File: src/rtl/sync_edge_filter.sv
// sync_edge_filter
//   Multi-channel conditioner for asynchronous inputs entering the clk2 domain.
//   Each channel passes through a synchroniser chain, then a consecutive-cycle
//   glitch filter that produces a clean level. A selectable edge detector turns
//   level changes into one-cycle pulses, which set sticky event and overflow
//   flags that are cleared by writing 1 to evt_clr.
//
// Ports
//   clk2      : destination clock, the only clock in the block
//   rstn      : asynchronous active-low reset
//   sig_in    : asynchronous inputs, one per channel
//   mode      : per-channel edge select, bits [2i+1:2i]; 00 off, 01 rise, 10 fall, 11 both
//   evt_clr   : per-channel write-1-to-clear for evt_flag / evt_ovf
//   level_out : filtered, synchronised level
//   pulse_out : one-cycle pulse on a selected edge of level_out
//   evt_flag  : sticky, set by pulse_out
//   evt_ovf   : sticky, event arrived while evt_flag was already set
module sync_edge_filter #(
    parameter int unsigned CH          = 4,
    parameter int unsigned SYNC_STAGES = 2,
    parameter int unsigned FILT_CNT    = 4
) (
    input  logic            clk2,
    input  logic            rstn,
    input  logic [CH-1:0]   sig_in,
    input  logic [2*CH-1:0] mode,
    input  logic [CH-1:0]   evt_clr,
    output logic [CH-1:0]   level_out,
    output logic [CH-1:0]   pulse_out,
    output logic [CH-1:0]   evt_flag,
    output logic [CH-1:0]   evt_ovf
);

    localparam int unsigned CntW = $clog2(FILT_CNT + 1);
    localparam logic [CntW-1:0] CntMax = CntW'(FILT_CNT - 1);

    logic [CH-1:0][SYNC_STAGES-1:0] sync_q, sync_d;
    logic [CH-1:0][CntW-1:0]        cnt_q, cnt_d;
    logic [CH-1:0]                  sync_s;
    logic [CH-1:0]                  level_q, level_d;
    logic [CH-1:0]                  pulse_q, pulse_d;
    logic [CH-1:0]                  flag_q, flag_d;
    logic [CH-1:0]                  ovf_q, ovf_d;

    // Synchroniser chains; bit 0 captures the raw input.
    always_comb begin
        sync_d = sync_q;
        sync_s = '0;
        for (int i = 0; i < int'(CH); i++) begin
            sync_d[i] = {sync_q[i][SYNC_STAGES-2:0], sig_in[i]};
            sync_s[i] = sync_q[i][SYNC_STAGES-1];
        end
    end

    // Glitch filter and edge detect. The level only follows the synchronised
    // input after FILT_CNT consecutive disagreeing cycles; any agreement restarts
    // the count. mode is looked at only on the cycle the level actually flips.
    always_comb begin
        level_d = level_q;
        cnt_d   = cnt_q;
        pulse_d = '0;
        for (int i = 0; i < int'(CH); i++) begin
            if (sync_s[i] == level_q[i]) begin
                cnt_d[i] = '0;
            end else if (cnt_q[i] == CntMax) begin
                level_d[i] = sync_s[i];
                cnt_d[i]   = '0;
                pulse_d[i] = sync_s[i] ? mode[2*i] : mode[2*i+1];
            end else begin
                cnt_d[i] = cnt_q[i] + CntW'(1);
            end
        end
    end

    // Sticky flags. A new pulse always sets evt_flag even if evt_clr is high;
    // in that case the clear still wipes evt_ovf so software sees a fresh event.
    always_comb begin
        flag_d = flag_q;
        ovf_d  = ovf_q;
        for (int i = 0; i < int'(CH); i++) begin
            if (pulse_d[i]) begin
                flag_d[i] = 1'b1;
                if (evt_clr[i]) begin
                    ovf_d[i] = 1'b0;
                end else if (flag_q[i]) begin
                    ovf_d[i] = 1'b1;
                end
            end else if (evt_clr[i]) begin
                flag_d[i] = 1'b0;
                ovf_d[i]  = 1'b0;
            end
        end
    end

    always_ff @(posedge clk2 or negedge rstn) begin
        if (!rstn) begin
            sync_q  <= '0;
            cnt_q   <= '0;
            level_q <= '0;
            pulse_q <= '0;
            flag_q  <= '0;
            ovf_q   <= '0;
        end else begin
            sync_q  <= sync_d;
            cnt_q   <= cnt_d;
            level_q <= level_d;
            pulse_q <= pulse_d;
            flag_q  <= flag_d;
            ovf_q   <= ovf_d;
        end
    end

    assign level_out = level_q;
    assign pulse_out = pulse_q;
    assign evt_flag  = flag_q;
    assign evt_ovf   = ovf_q;

endmodule

File: config.mk
export PLATFORM = sky130hd
export DESIGN_NAME = sync_edge_filter
export DESIGN_NICKNAME = d
export VERILOG_FILES = /design/src/rtl/sync_edge_filter.sv
export SDC_FILE = /design/constraint.sdc
export NUM_CORES = 1
export LEC_CHECK = 0
export ABC_AREA = 0
export BUFFER_PORTS_ARGS = -buffer_cell sky130_fd_sc_hd__buf_2
export CAP_MARGIN = 5
export CORE_UTILIZATION = 51
export DETAILED_ROUTE_END_ITERATION = 7
export GPL_TIMING_DRIVEN = 0
export PLACE_DENSITY_LB_ADDON = 0.1
export SLEW_MARGIN = 25
export SYNTH_ARGS = -nofsm -noshare
export SYNTH_HDL_FRONTEND = slang
export SYNTH_SLANG_ARGS = --single-unit
File: constraint.sdc
create_clock -name clk2 -period 1.3 [get_ports clk2]
set_input_delay 0.13 -clock clk2 [delete_from_list [all_inputs] [get_ports clk2]]
set_output_delay 0.13 -clock clk2 [all_outputs]
set_load 0.1 [all_outputs]
==> flow_metrics.py <==
metrics = {
    "sta": {
        "tns_ps": 0,
        "report.final.slew_viol_count": 0,
        "skew_ps": 5.07,
        "tightestPinTransition_ps": 762,
        "finalHoldWorstSlack_ps": 187,
        "timing.final.crit_share_pct": 96.4,
        "min_clock_period_post_route_ps": 1250,
        "maxSlewHeadroom_pct": 49.2,
        "max_freq_mhz": 798,
        "hold_viol": 0,
        "setup_violations": 0,
        "rsz0062_at_grt": "false",
    },
    "placed_design": {
        "gpl.final_weighted_congestion": 0.655,
        "placed_cells": 171,
        "port_buffers": 33,
        "dp.final_hpwl_um": 1440,
    },
    "routing": {
        "dr.first_iter.drc_count": 6,
        "detailroute.via_count": 924,
        "ant_nets": 0,
        "wl_per_cell_um": 11.2,
        "route.final.wire_length_um": 2110,
        "drt_drc_violations_left": 0,
        "via_cell_ratio": 4.91,
        "detail_route.first_pass.iterations": 4,
    },
    "power": {
        "power.density_mw_per_mm2": 1850,
        "vdd.ir_drop.worst_uv": 1400,
        "p_leak_uw": 0.000839,
        "p_total_uw": 3270,
    },
    "min_path": {
        "worst_hold_path_type": "in -> reg",
        "holdPathEnd": "pulse_out[2]",
        "hold_path_startpoint": "mode[4]",
        "hold-path-cell-count": 4,
    },
    "die": {
        "io_pins": 34,
        "dieWidth_um": 54.0,
        "core-area_mm2": 0.00252,
        "fp.dieArea_mm2": 0.00292,
        "floorplan.initialDensity_pct": 54.8,
        "die_h_um": 54.0,
        "row_count": 18,
    },
    "logic_synthesis": {
        "yosys_most_used_dff": "dfrtp_1",
        "async_flop_share_pct": 100,
        "post_synth_xor_area_fraction_pct": 2.54,
        "syn_nets": 130,
        "synth_largest_type_area_fraction_pct": 65.2,
        "ys_ff_latch": 36,
        "synth_enable_flop_cells": 0,
        "yosys.area_share.adder_pct": 3.62,
        "most_used_standard_cell_by_instance_count_after_synthesis": "dfrtp_1",
        "synth_common_cells": "36 x dfrtp_1, 16 x nand2_1, 8 x nor3b_1",
        "avgSynthCellArea_um2": 12.8,
        "synth_area_leader_cell": "dfrtp_1",
        "fraction_of_the_yosys_area_taken_by_sequential_cells_pct": 65.2,
        "synth.area.top_cells": "dfrtp_1 65%, o32ai_2 4.7%, nand2_1 4.3%, nor3b_1 4.3%, ha_1 3.6%",
        "synth_compound_area_share_pct": 8.33,
        "synth_mux_area_share_pct": 0,
        "main_combinational_cell_family_by_area_after_synthesis": "simple AND/OR/NAND/NOR gates",
        "ys.warnings.count": 0,
        "yosys.cell_types.count": 15,
        "post_synth_inst_count": 108,
        "synth_simple_gate_area_share_pct": 19.2,
        "mappedNetlistArea_mm2": 0.00138,
    },
    "cells_and_area": {
        "final_net_count": 179,
        "num_antenna_cells": 0,
        "post_route_cells_drive_above_1_share_pct": 32.3,
        "final_cells": 188,
        "area_delta_synth_final_pct": 28.0,
        "fillers": 202,
    },
    "critical_path": {
        "regToRegEndpoint": "evt_ovf[3]",
        "critical_path.max_stage_delay_ps": 430,
        "r2r-start": "cnt_q[9]",
        "path_delay_family": "buffers and inverters",
        "cp_cell_sequence": "buf_2",
        "required_ps": 1170,
        "setup.reg_to_reg.worst_slack_ps": 100,
        "worst_setup_path_end_kind": "output pin",
        "cp_data_arrival_time_ps": 1120,
        "timing.critical_path.buf_inv": 1,
        "timing.critical_path.slowest_stage_cell": "buf_2",
        "worst_path_depth": 1,
        "timing.reg2reg.worst_path_depth": 3,
        "worst-path-max-fanout": 2,
        "crit_path_start_kind": "flop",
        "worst-setup-path-type": "reg -> out",
    },
    "global_route": {
        "congestion_overflow_gr": 0,
        "grt_antenna_before_repair": 0,
        "first_global_vias": 831,
        "grt_usage_pct": 17.4,
        "grt_pass1_wl_um": 3390,
        "grt_start_max_net_pins": 37,
    },
    "clocking": {
        "cts_setup_buffers": 0,
        "clk_root_buffer_cell": "clkbuf_4",
        "clockBufferDepth": 2,
        "cts_tree": "done",
        "numCtsBuffers": 5,
        "htree_levels": 2,
        "clkSinkCount": 36,
        "path_clk_slew_ps": 90,
        "worst_skew_pair.late_latency_ps": 330,
    },
    "outcome": {
        "status": "finished clean",
    },
    "job": {
        "cap_violations": 0,
    },
}
logic make-up (layout without fill, tap and decap cells):
| group | count (synthesis) | count (layout) |
|---|---|---|
| fa+ha+maj | 4 | 4 |
| flops | 36 | 36 |
| buf+inv | 4 | 54 |
| xor+xnor | 4 | 4 |
| simple gates | 48 | 48 |
| compound gates | 12 | 12 |
sequential cells by signal (all words and copies together) (netlist names):
| signal | count |
|---|---|
| cnt_q | 12 |
| evt_flag | 4 |
| evt_ovf | 4 |
| level_out | 4 |
| pulse_out | 4 |
| sync_d | 4 |
| sync_q | 4 |
cell usage in the layout, fill, tap and decap left out, types with 8 or more instances in the layout:
cell type / synthesis / routed
dfrtp_1: 36 / 28
clkbuf_4: 0 / 11
dlygate4sd3_1: 0 / 9
nand2_1: 16 / 16
nor3b_1: 8 / 8
dfrtp_2: 0 / 8
buf_2: 0 / 23
worst max-delay path by stage:
stage | slack, ps | start | to
3_3_place_gp | 150 | cnt_q[6] | evt_ovf[2]
4_1_cts | 20 | evt_ovf[0] | evt_ovf[0]
5_1_grt | 1 | evt_ovf[2] | evt_ovf[2]
3_5_place_dp | 100 | cnt_q[6] | evt_ovf[2]
2_1_floorplan | 30 | level_out[0] | evt_ovf[0]
6_report | 50 | evt_ovf[2] | evt_ovf[2]
power by group:
| group | internal [µW] | leakage [µW] | total (µW) | switching [µW] |
|---|---|---|---|---|
| clock network | 267 | 0.0000326 | 609 | 342 |
| registers | 1320 | 0.000458 | 1460 | 142 |
| logic | 345 | 0.000348 | 1200 | 850 |
| total | 1930 | 0.000839 | 3270 | 1340 |
per-layer routing:
layer / vias up / track usage [%] / wire length, µm
li1: 461 / - / -
met1: 421 / 20.5 / 988
met2: 34 / 26.1 / 929
met3: 8 / 5.93 / 132
met4: 0 / 12.8 / 59
met5: - / 0 / 0
repair_timing:
action	CTS	global route
hold endpoints to repair	44	0
pin swaps	0	0
hold buffers	9	0
setup endpoints to repair	4	6
resized for setup	4	6
metrics by stage:
stage | cell area (µm²) | utilization, % | worst slack [ps]
after floorplan | 1390 | - | 27.5
after global placement | 1590 | 63.2 | 146
after detailed placement | 1590 | 63.2 | 104
after CTS | 1750 | 69.5 | 19.5
after global routing | 1770 | 70.1 | 0.970
final | 1770 | 70.1 | 47.1
final cells by class:
| type | instances | area [µm²] | area share (%) |
|---|---|---|---|
| flip-flops and latches | 36 | 911 | 51.5 |
| inverters | 4 | 15.0 | 0.849 |
| well taps | 30 | 37.5 | 2.12 |
| multi-input cells | 68 | 465 | 26.3 |
| clock buffers | 8 | 58.8 | 3.33 |
| repair buffers | 42 | 280 | 15.9 |
No activity file was read; power rests on OpenSTA's default activity.
